## src/rtl/ped_pkg.sv

```systemverilog
// rtl/ped_pkg.sv - shared types and defaults for the pedestrian button front end
//
// Holds the per-button debounce state encoding and the default synchroniser
// depth / debounce length used by ped_button_conditioner and ped_btn_debounce.

package ped_pkg;

  // Debounce FSM states. The encoding is fixed so that state dumps read the
  // same across the controller codebase.
  typedef enum logic [1:0] {
    RELEASED    = 2'b00,
    PRESS_CHK   = 2'b01,
    HELD        = 2'b10,
    RELEASE_CHK = 2'b11
  } deb_state_t;

  // Two flops is the minimum for metastability settling on the raw buttons.
  localparam int DEF_SYNC_STAGES     = 2;

  // Number of consecutive stable samples before a level change is accepted.
  localparam int DEF_DEBOUNCE_CYCLES = 4;

  // True for the states in which the button is considered pressed.
  function automatic logic is_pressed_state(input deb_state_t s);
    return (s == HELD) || (s == RELEASE_CHK);
  endfunction

endpackage : ped_pkg

```

## src/rtl/ped_button_conditioner_if.sv

```systemverilog
// rtl/ped_button_conditioner_if.sv - button/request bundle between buttons, controller and conditioner
//
// Signals:
//   nb_raw, sb_raw  raw asynchronous walk buttons, 1 = pressed
//   serve           controller walk phase active (PG steady or flashing)
//   nb_press        one-cycle pulse on a confirmed north press
//   sb_press        one-cycle pulse on a confirmed south press
//   nb_req, sb_req  latched walk requests, cleared while serve is high
//   req_pending     nb_req | sb_req
//
// Modports:
//   master  the environment side (buttons + controller): drives raw/serve
//   slave   the conditioner: drives press pulses and requests

interface ped_button_conditioner_if;

  logic nb_raw;
  logic sb_raw;
  logic serve;
  logic nb_press;
  logic sb_press;
  logic nb_req;
  logic sb_req;
  logic req_pending;

  modport master (
    output nb_raw,
    output sb_raw,
    output serve,
    input  nb_press,
    input  sb_press,
    input  nb_req,
    input  sb_req,
    input  req_pending
  );

  modport slave (
    input  nb_raw,
    input  sb_raw,
    input  serve,
    output nb_press,
    output sb_press,
    output nb_req,
    output sb_req,
    output req_pending
  );

endinterface : ped_button_conditioner_if

```

## src/rtl/ped_btn_debounce.sv

```systemverilog
// rtl/ped_btn_debounce.sv - synchroniser, debounce FSM and rise pulse for one button
//
// Ports:
//   clk    system clock, rising edge
//   reset  asynchronous, active-high
//   raw    asynchronous button input, 1 = pressed
//   rise   combinational: high in the cycle whose edge enters HELD
//   press  registered copy of rise: one-cycle pulse after HELD entry
//   held   registered debounced level (HELD or RELEASE_CHK)

module ped_btn_debounce
  import ped_pkg::*;
#(
  parameter int SYNC_STAGES     = DEF_SYNC_STAGES,
  parameter int DEBOUNCE_CYCLES = DEF_DEBOUNCE_CYCLES
) (
  input  logic clk,
  input  logic reset,
  input  logic raw,
  output logic rise,
  output logic press,
  output logic held
);

  localparam int CNT_W = $clog2(DEBOUNCE_CYCLES + 1);

  // Counter value on the last sample of a check window; reaching it with the
  // input still stable completes the transition.
  localparam logic [CNT_W-1:0] CNT_LAST = CNT_W'(DEBOUNCE_CYCLES - 1);
  localparam logic [CNT_W-1:0] CNT_ONE  = CNT_W'(1);
  localparam logic [CNT_W-1:0] CNT_ZERO = '0;

  // With a single-cycle debounce the CHK states are bypassed entirely.
  localparam bit DIRECT = (DEBOUNCE_CYCLES == 1);

  // ---------------------------------------------------------------------------
  // Input synchroniser
  // ---------------------------------------------------------------------------
  logic [SYNC_STAGES-1:0] sync_q;
  logic                   sync;

  always_ff @(posedge clk or posedge reset) begin
    if (reset) begin
      sync_q <= '0;
    end else begin
      sync_q <= {sync_q[SYNC_STAGES-2:0], raw};
    end
  end

  assign sync = sync_q[SYNC_STAGES-1];

  // ---------------------------------------------------------------------------
  // Debounce FSM: state register
  // ---------------------------------------------------------------------------
  deb_state_t       state_q, state_d;
  logic [CNT_W-1:0] cnt_q, cnt_d;
  logic             rise_c;

  always_ff @(posedge clk or posedge reset) begin
    if (reset) begin
      state_q <= RELEASED;
      cnt_q   <= CNT_ZERO;
      press   <= 1'b0;
    end else begin
      state_q <= state_d;
      cnt_q   <= cnt_d;
      press   <= rise_c;
    end
  end

  // ---------------------------------------------------------------------------
  // Debounce FSM: next-state logic
  // ---------------------------------------------------------------------------
  // The counter only runs inside a CHK state and is cleared whenever the FSM
  // settles, so it is bounded by CNT_LAST and cannot wrap.
  always_comb begin
    state_d = state_q;
    cnt_d   = cnt_q;
    unique case (state_q)
      RELEASED: begin
        if (sync) begin
          if (DIRECT) begin
            state_d = HELD;
            cnt_d   = CNT_ZERO;
          end else begin
            state_d = PRESS_CHK;
            cnt_d   = CNT_ONE;
          end
        end
      end
      PRESS_CHK: begin
        if (!sync) begin
          state_d = RELEASED;
          cnt_d   = CNT_ZERO;
        end else if (cnt_q == CNT_LAST) begin
          state_d = HELD;
          cnt_d   = CNT_ZERO;
        end else begin
          cnt_d   = cnt_q + CNT_ONE;
        end
      end
      HELD: begin
        if (!sync) begin
          if (DIRECT) begin
            state_d = RELEASED;
            cnt_d   = CNT_ZERO;
          end else begin
            state_d = RELEASE_CHK;
            cnt_d   = CNT_ONE;
          end
        end
      end
      RELEASE_CHK: begin
        if (sync) begin
          state_d = HELD;
          cnt_d   = CNT_ZERO;
        end else if (cnt_q == CNT_LAST) begin
          state_d = RELEASED;
          cnt_d   = CNT_ZERO;
        end else begin
          cnt_d   = cnt_q + CNT_ONE;
        end
      end
      default: begin
        state_d = RELEASED;
        cnt_d   = CNT_ZERO;
      end
    endcase
  end

  // ---------------------------------------------------------------------------
  // Debounce FSM: output logic
  // ---------------------------------------------------------------------------
  // The rise event is decoded from the current state so that it coincides with
  // the edge that moves the FSM into HELD; the request latch in the top uses it
  // directly so req and press appear after the same edge.
  always_comb begin
    rise_c = 1'b0;
    if (sync) begin
      if (state_q == PRESS_CHK && cnt_q == CNT_LAST) begin
        rise_c = 1'b1;
      end else if (DIRECT && state_q == RELEASED) begin
        rise_c = 1'b1;
      end
    end
  end

  assign rise = rise_c;
  assign held = is_pressed_state(state_q);

endmodule : ped_btn_debounce

```

## src/rtl/ped_button_conditioner.sv

```systemverilog
// rtl/ped_button_conditioner.sv - debounced walk buttons and latched walk requests for the crossing controller
//
// Ports:
//   clk    system clock, rising edge
//   reset  asynchronous, active-high
//   bus    ped_button_conditioner_if.slave
//            in : nb_raw, sb_raw, serve
//            out: nb_press, sb_press, nb_req, sb_req, req_pending
//
// Each button passes through its own ped_btn_debounce instance. The requests
// latch on the confirmed rise and hold until the controller enters its walk
// phase (serve), so a short press made during a vehicle phase is never lost.

module ped_button_conditioner
  import ped_pkg::*;
#(
  parameter int SYNC_STAGES     = DEF_SYNC_STAGES,
  parameter int DEBOUNCE_CYCLES = DEF_DEBOUNCE_CYCLES
) (
  input  logic                      clk,
  input  logic                      reset,
  ped_button_conditioner_if.slave   bus
);

  logic nb_rise, sb_rise;
  logic nb_press_q, sb_press_q;
  logic nb_held, sb_held;
  logic nb_req_q, sb_req_q;

  // ---------------------------------------------------------------------------
  // Per-button conditioning
  // ---------------------------------------------------------------------------
  ped_btn_debounce #(
    .SYNC_STAGES     (SYNC_STAGES),
    .DEBOUNCE_CYCLES (DEBOUNCE_CYCLES)
  ) u_nb_debounce (
    .clk   (clk),
    .reset (reset),
    .raw   (bus.nb_raw),
    .rise  (nb_rise),
    .press (nb_press_q),
    .held  (nb_held)
  );

  ped_btn_debounce #(
    .SYNC_STAGES     (SYNC_STAGES),
    .DEBOUNCE_CYCLES (DEBOUNCE_CYCLES)
  ) u_sb_debounce (
    .clk   (clk),
    .reset (reset),
    .raw   (bus.sb_raw),
    .rise  (sb_rise),
    .press (sb_press_q),
    .held  (sb_held)
  );

  // The debounced levels are not needed here; they exist for debug probing.
  logic unused_held;
  assign unused_held = nb_held ^ sb_held;

  // ---------------------------------------------------------------------------
  // Request latches
  // ---------------------------------------------------------------------------
  // serve wins over a same-cycle press: a press confirmed while the crossing is
  // already being served has been satisfied and must not re-arm the request.
  always_ff @(posedge clk or posedge reset) begin
    if (reset) begin
      nb_req_q <= 1'b0;
    end else if (bus.serve) begin
      nb_req_q <= 1'b0;
    end else if (nb_rise) begin
      nb_req_q <= 1'b1;
    end
  end

  always_ff @(posedge clk or posedge reset) begin
    if (reset) begin
      sb_req_q <= 1'b0;
    end else if (bus.serve) begin
      sb_req_q <= 1'b0;
    end else if (sb_rise) begin
      sb_req_q <= 1'b1;
    end
  end

  // ---------------------------------------------------------------------------
  // Outputs
  // ---------------------------------------------------------------------------
  assign bus.nb_press    = nb_press_q;
  assign bus.sb_press    = sb_press_q;
  assign bus.nb_req      = nb_req_q;
  assign bus.sb_req      = sb_req_q;
  assign bus.req_pending = nb_req_q | sb_req_q;

endmodule : ped_button_conditioner

```

## src/flat_wrapper.sv

```systemverilog
// flat-port wrapper written by rule: the top's interface ports become plain ports
module ped_button_conditioner_flat import ped_pkg::*;
#(
  parameter int SYNC_STAGES     = DEF_SYNC_STAGES,
  parameter int DEBOUNCE_CYCLES = DEF_DEBOUNCE_CYCLES
)
  (clk, reset, bus_nb_raw, bus_sb_raw, bus_serve, bus_nb_press, bus_sb_press, bus_nb_req, bus_sb_req, bus_req_pending);
  ped_button_conditioner_if bus_i ();
  input  logic clk;
  input  logic reset;
  input wire logic [$bits(bus_i.nb_raw)-1:0] bus_nb_raw;
  input wire logic [$bits(bus_i.sb_raw)-1:0] bus_sb_raw;
  input wire logic [$bits(bus_i.serve)-1:0] bus_serve;
  output wire logic [$bits(bus_i.nb_press)-1:0] bus_nb_press;
  output wire logic [$bits(bus_i.sb_press)-1:0] bus_sb_press;
  output wire logic [$bits(bus_i.nb_req)-1:0] bus_nb_req;
  output wire logic [$bits(bus_i.sb_req)-1:0] bus_sb_req;
  output wire logic [$bits(bus_i.req_pending)-1:0] bus_req_pending;
  assign bus_i.nb_raw = bus_nb_raw;
  assign bus_i.sb_raw = bus_sb_raw;
  assign bus_i.serve = bus_serve;
  assign bus_nb_press = bus_i.nb_press;
  assign bus_sb_press = bus_i.sb_press;
  assign bus_nb_req = bus_i.nb_req;
  assign bus_sb_req = bus_i.sb_req;
  assign bus_req_pending = bus_i.req_pending;
  ped_button_conditioner #(.SYNC_STAGES(SYNC_STAGES), .DEBOUNCE_CYCLES(DEBOUNCE_CYCLES)) u_core (.clk(clk), .reset(reset), .bus(bus_i));
endmodule
```

## config.mk

```make
export PLATFORM = sky130hd
export DESIGN_NAME = ped_button_conditioner_flat
export DESIGN_NICKNAME = d
export VERILOG_FILES = /design/src/rtl/ped_pkg.sv /design/src/rtl/ped_button_conditioner_if.sv /design/src/rtl/ped_btn_debounce.sv /design/src/rtl/ped_button_conditioner.sv /design/src/flat_wrapper.sv
export SDC_FILE = /design/constraint.sdc
export NUM_CORES = 1
export LEC_CHECK = 0
export ABC_AREA = 1
export BUFFER_PORTS_ARGS = -buffer_cell sky130_fd_sc_hd__buf_2
export CAP_MARGIN = 20
export CORE_MARGIN = 3
export CORE_UTILIZATION = 48
export DETAILED_ROUTE_END_ITERATION = 10
export PLACE_DENSITY = 0.67
export SETUP_SLACK_MARGIN = 0.02
export SLEW_MARGIN = 20
export SYNTH_ARGS = -nofsm -noshare
export SYNTH_HDL_FRONTEND = slang
export SYNTH_SLANG_ARGS = --single-unit
```

## constraint.sdc

```tcl
create_clock -name clk -period 0.9 [get_ports clk]
set_input_delay 0 -clock clk [delete_from_list [all_inputs] [get_ports clk]]
set_output_delay 0 -clock clk [all_outputs]
set_load 0.005 [all_outputs]
```

==> impl_metrics.json, run 1 <==
{
  "vias": 657,
  "drc_errors": 0,
  "ios": 10,
  "cts_root_buffer": "clkbuf_4",
  "crit_path_max_incr_delay_ps": 390,
  "finalNetCount": 125,
  "place_ws_ps": -113.2,
  "powerDensity_nw_per_um2": 2507,
  "die-area_um2": 2146,
  "final_cells": 132,
  "avgSynthCellArea_um2": 8.772,
  "slew_headroom_pct": 81.73,
  "critical_path_required_ps": 900,
  "clock-sinks": 18,
  "cts_buffers": 3,
  "setup.worst_path.class": "register to output port",
  "crit_path_end": "bus_req_pending",
  "synthTopCellsByArea": "dfrtp_1 58%, nand2_1 12%, inv_1 7.2%",
  "cts_tree": "yes",
  "synth_top_area_share_pct": 57.69,
  "ys_types": 14,
  "clockBufferDepth": 2,
  "r2r_setup_slack_ps": -120,
  "arrival_ps": 1040,
  "die_y_um": 46.33,
  "dp_hpwl_um": 971.9,
  "wire_per_inst_um": 12.10,
  "cp-start-kind": "register",
  "crit_slowest_cell": "dfrtp_1",
  "syn_inst": 89,
  "overflow": 0,
  "yosysMostFrequentCell": "nand2_1",
  "cts_max_level": 1,
  "fmax_mhz": 957.2,
  "drive_gt1_share_pct": 44.44,
  "clk_pin_slew_ps": 100,
  "hold_path.class": "primary input to asynchronous set/reset pin",
  "synth_area_um2": 780.7,
  "grt_max_degree": 19,
  "synth_nets": 96,
  "grt_antenna_before_repair": 0,
  "async_flop_share_pct": 100.0,
  "grt_pass1_vias": 629,
  "status": "finished, violations left",
  "synth_edf_count": 0,
  "die_w_um": 46.33,
  "initial_utilization_pct": 55.17,
  "ys_top_cells_by_count": "24 x nand2_1, 18 x dfrtp_1, 15 x inv_1, 10 x nor2_1, 5 x nand3_1",
  "ir_drop_uv": 1808,
  "cp-end-kind": "output port",
  "max_cap_viol_count": 0,
  "layout_setup_ws_ps": -144.8,
  "p_leak_nw": 0.5697,
  "dpl.cell_count": 118,
  "portBuffers": 9,
  "via_per_inst": 4.977,
  "period_minus_slack_ps": 1045,
  "reg2reg_depth": 4,
  "synth-seq-cells": 18,
  "row_count": 13,
  "yosysTopAreaCell": "dfrtp_1",
  "finalPower_mw": 2.757,
  "rsz0062_at_grt": "yes",
  "grt_pass1_wl_um": 2511,
  "drt_iter0_drc": 11,
  "track_usage_pct": 16.80,
  "timing.rr.end": "u_core.u_sb_debounce.cnt_q[1]",
  "ys_seq_area_share_pct": 57.69,
  "yosysWarnings": 0,
  "setup_viol": 15,
  "worst-path-max-fanout": 2,
  "violations": "negative setup slack",
  "hold_viol": 0,
  "clock_latency_ps": 290,
  "diodes": 0,
  "ant_nets": 0,
  "slew_violations": 0,
  "globalplace.congestion": 0.6718,
  "area_growth_pct": 40.86,
  "crit_start": "u_core.bus.sb_req",
  "worstPathCellList": "or2_4 -> buf_6",
  "dr.pass1.iters": 4,
  "wl_um": 1597,
  "r2r_start": "u_core.u_sb_debounce.cnt_q[0]",
  "n_fill_cell": 95,
  "worstMarginPinSlew_ps": 274.0,
  "synth_flop_cell": "dfrtp_1",
  "post-route-util_pct": 77.72,
  "finClkSkew_ps": 3.302,
  "core_um2": 1415,
  "finalCritPeriodShare_pct": 116.1
}
[worst min path at each step]
| stage | from | depth (start not counted) | to | slack [ps] |
|---|---|---|---|---|
| after floorplan | reset | 1 | asynchronous set/reset pin | -60 |
| after global placement | reset | 3 | u_core.u_nb_debounce.press | 20 |
| after detailed placement | reset | 3 | asynchronous set/reset pin | 20 |
| after CTS | reset | 4 | u_core.bus.nb_req | 240 |
| after global routing | reset | 4 | u_core.u_nb_debounce.press | 290 |
| final | reset | 4 | u_core.u_sb_debounce.cnt_q[2] | 260 |
[kinds of logic (layout without fill, tap and decap cells)]
logic type               count (synthesis)  count (layout)  synth area share, %
AND/OR/NAND/NOR                         48              48                28.05
flip-flops                              18              18                57.69
buffers and inverters                   15              43                7.211
adder cells (fa/ha/maj)                  2               2                3.205
AO/OA/AOI/OAI                            6               6                3.846
[layout make-up]
cell class	count	area, um2	area share, %
multi-input cells	56	354.1	32.20
flip-flops and latches	18	450.4	40.96
inverters	15	56.30	5.119
clock buffers	4	36.28	3.299
well taps	15	18.77	1.706
repair buffers	24	183.9	16.72
[layout by cell type (no fill, tap or decap)]
cell | synthesis | layout
clkbuf_4 | 0 | 3
nand3_1 | 5 | 4
buf_6 | 0 | 3
ha_2 | 0 | 1
or2_4 | 0 | 1
inv_1 | 15 | 9
buf_4 | 0 | 10
o21ai_2 | 0 | 1
nor2_1 | 10 | 6
buf_2 | 0 | 7
ha_4 | 0 | 1
nor2_2 | 2 | 5
nand3b_1 | 1 | 1
nand3_4 | 0 | 1
clkbuf_8 | 0 | 1
o21ai_1 | 0 | 3
a21oi_2 | 0 | 1
inv_2 | 0 | 6
nand2_4 | 0 | 3
dfrtp_1 | 18 | 18
dlygate4sd3_1 | 0 | 4
nand3_2 | 1 | 1
nand2_1 | 24 | 19
nor2_4 | 1 | 2
nand2_2 | 3 | 5
a21oi_1 | 2 | 1
[timing repair]
item,in CTS,in global routing
hold buffers,4,0
endpoints found under the hold margin,22,0
resized for setup,19,7
endpoints found under the setup margin,14,17
pin swaps,8,7
buffers inserted,5,1
gates cloned,0,0
[per-stage QoR]
| stage | TNS (ps) | hold WS [ps] | instance area, um2 |
|---|---|---|---|
| floorplan | -136.8 | -61.43 | 803.3 |
| global placement | -482.6 | 16.63 | 904.6 |
| detailed placement | -669.9 | 18.99 | 904.6 |
| CTS | -954.8 | 243.6 | 1067 |
| global route | -2065 | 288.9 | 1100 |
| finish | -1003 | 262.5 | 1100 |
[layer usage]
metal  routed length, um  track usage (%)
met3                  68            3.516
met4                  13            6.818
met1                 643            20.15
met5                   0                0
met2                 872            28.85
[worst max-delay path: cells and delay by family, from the launching register on]
family | cells | cell delay [ps]
buffers and inverters | 1 | 110
DFF | 1 | 390
and+or+nand+nor | 1 | 250
[power breakdown]
group          total, mW  switching (mW)  internal, mW
sequential          1.21           0.215         0.991
clock              0.497           0.250         0.246
combinational       1.05           0.520         0.534
total               2.76           0.985          1.77
(Power assumes the default switching activity.)
==> run 2: changes to the inputs <==
Settings changed: CORE_UTILIZATION 48 to 35, PLACE_DENSITY 0.67 to 0.49.
Clock period 0.9 ns to 1.28 ns, I/O delays scaled along.
==> impl_metrics.json, run 2 (synthesis results as in run 1) <==
{
  "status": "completed",
  "ios": 10,
  "grt_pass1_wl_um": 2504,
  "clockBufferDepth": 2,
  "reg2reg_depth": 5,
  "switchingPower_mw": 0.5413,
  "r2r_setup_slack_ps": 220,
  "period_minus_slack_ps": 1118,
  "worst-path-max-fanout": 3,
  "portBuffers": 9,
  "timing.rr.end": "u_core.bus.sb_req",
  "drive_gt1_share_pct": 19.81,
  "worst-path-stages": 2,
  "hold_path.class": "primary input to asynchronous set/reset pin",
  "clock-sinks": 18,
  "diodes": 0,
  "ant_nets": 0,
  "max_cap_viol_count": 0,
  "path_delay_family": "flip-flops",
  "finalCritPeriodShare_pct": 87.37,
  "p_leak_nw": 0.4997,
  "p_sw_share_pct": 35.54,
  "cts_resized": 0,
  "p_seq_share_pct": 53.8,
  "grt_max_degree": 19,
  "drt_iter0_drc": 5,
  "slew_violations": 0,
  "drc_errors": 0,
  "fin_tns_setup_ps": 0,
  "cts_max_level": 1,
  "setup_viol": 0,
  "clock_latency_ps": 290,
  "area_growth_pct": 19.07,
  "clk_pin_slew_ps": 100,
  "crit_buf_inv": 1,
  "rsz0062_at_grt": "no",
  "worstMarginPinSlew_ps": 230.9,
  "fmax_mhz": 894.2,
  "post-route-util_pct": 45.53,
  "dr.pass1.iters": 4,
  "setup.worst_path.class": "register to output port",
  "arrival_ps": 1120,
  "crit_start": "u_core.bus.nb_req",
  "finalNetCount": 115,
  "p_comb_share_pct": 27.7,
  "hold_viol": 0,
  "track_usage_pct": 12.63,
  "r2r_start": "u_core.u_sb_debounce.cnt_q[0]",
  "globalplace.congestion": 0.7205,
  "crit_path_end": "bus_req_pending",
  "cts_buffers": 3,
  "cts_tree": "yes",
  "overflow": 0,
  "crit_slowest_cell": "dfrtp_1",
  "row_count": 16,
  "fin_hold_ws_ps": 252.4,
  "internal-power_mw": 0.9816,
  "post_cts_buffers": 0,
  "die_y_um": 53.23,
  "critical_path_required_ps": 1280,
  "wl_um": 1330,
  "wire_per_inst_um": 10.00,
  "cts_root_buffer": "clkbuf_4",
  "slew_headroom_pct": 84.60,
  "finClkSkew_ps": 2.090,
  "worstPathCellList": "or2_2 -> buf_2",
  "grt_pass1_vias": 601,
  "pwr-share-clk_pct": 18.5,
  "ir_drop_uv": 790.6,
  "crit_path_max_incr_delay_ps": 410,
  "layout_common_cells": "24 x nand2_1, 18 x dfrtp_1, 15 x inv_1, 10 x nor2_1, 9 x buf_2",
  "mostFrequentLayoutCell": "nand2_1",
  "dp_hpwl_um": 986.3,
  "grt_antenna_before_repair": 0,
  "die_w_um": 53.23,
  "core_um2": 2042,
  "via_per_inst": 4.444,
  "cp-end-kind": "output port",
  "cp-start-kind": "register",
  "die-area_um2": 2833,
  "initial_utilization_pct": 38.24,
  "ctsHoldBuffers": 4,
  "vias": 591,
  "powerDensity_nw_per_um2": 1638
}
-- run 2: tightest hold or removal path, stage by stage --
cell and delay (ps):
dlygate4sd3_1 530, buf_2 120, inv_1 40, buf_4 240
-- run 2: how the worst min path moves through the flow --
stage               cells past startpoint  startpoint                              to  slack (ps)
finish                                  4       reset      u_core.u_nb_debounce.press         250
global route                            4       reset  u_core.u_nb_debounce.sync_q[1]         280
CTS                                     4       reset  u_core.u_nb_debounce.sync_q[0]         250
detailed placement                      3       reset  u_core.u_nb_debounce.sync_q[0]          30
global placement                        3       reset  u_core.u_nb_debounce.sync_q[0]          30
floorplan                               1       reset      asynchronous set/reset pin         -60
-- run 2: power by group through the flow --
stage / clock [mW] / sequential (mW) / combinational [mW]
after CTS: 0.294 / 0.819 / 0.432
after floorplan: 0 / 0.802 / 0.328
final: 0.282 / 0.819 / 0.422
after global placement: 0 / 0.827 / 0.410
after detailed placement: 0 / 0.830 / 0.417
after global routing: 0.321 / 0.845 / 0.509
-- run 2: final cells by class --
class                   instances  area, um2
clock buffers                   3      22.52
fillers                       217       1112
inverters                      15      56.30
multi-input cells              56      274.0
flip-flops and latches         18      450.4
well taps                      27      33.78
repair buffers                 14      92.59
-- run 2: metal layers --
| metal | vias to the layer above | track usage, % | wire, um |
|---|---|---|---|
| met5 | - | 0 | 0 |
| met1 | 266 | 16.31 | 683 |
| met3 | 4 | 3.380 | 74 |
| met2 | 17 | 17.35 | 533 |
| met4 | 0 | 10.21 | 38 |
| li1 | 304 | - | - |
-- run 2: through the flow --
step	area [um2]	std cells	setup WS, ps	power, mW
3_3_place_gp	867.1	126	236.6	1.237
2_1_floorplan	780.7	89	297.0	1.129
5_1_grt	929.6	133	101.8	1.676
6_report	929.6	133	161.7	1.523
3_5_place_dp	867.1	126	224.1	1.247
4_1_cts	929.6	133	145.0	1.545
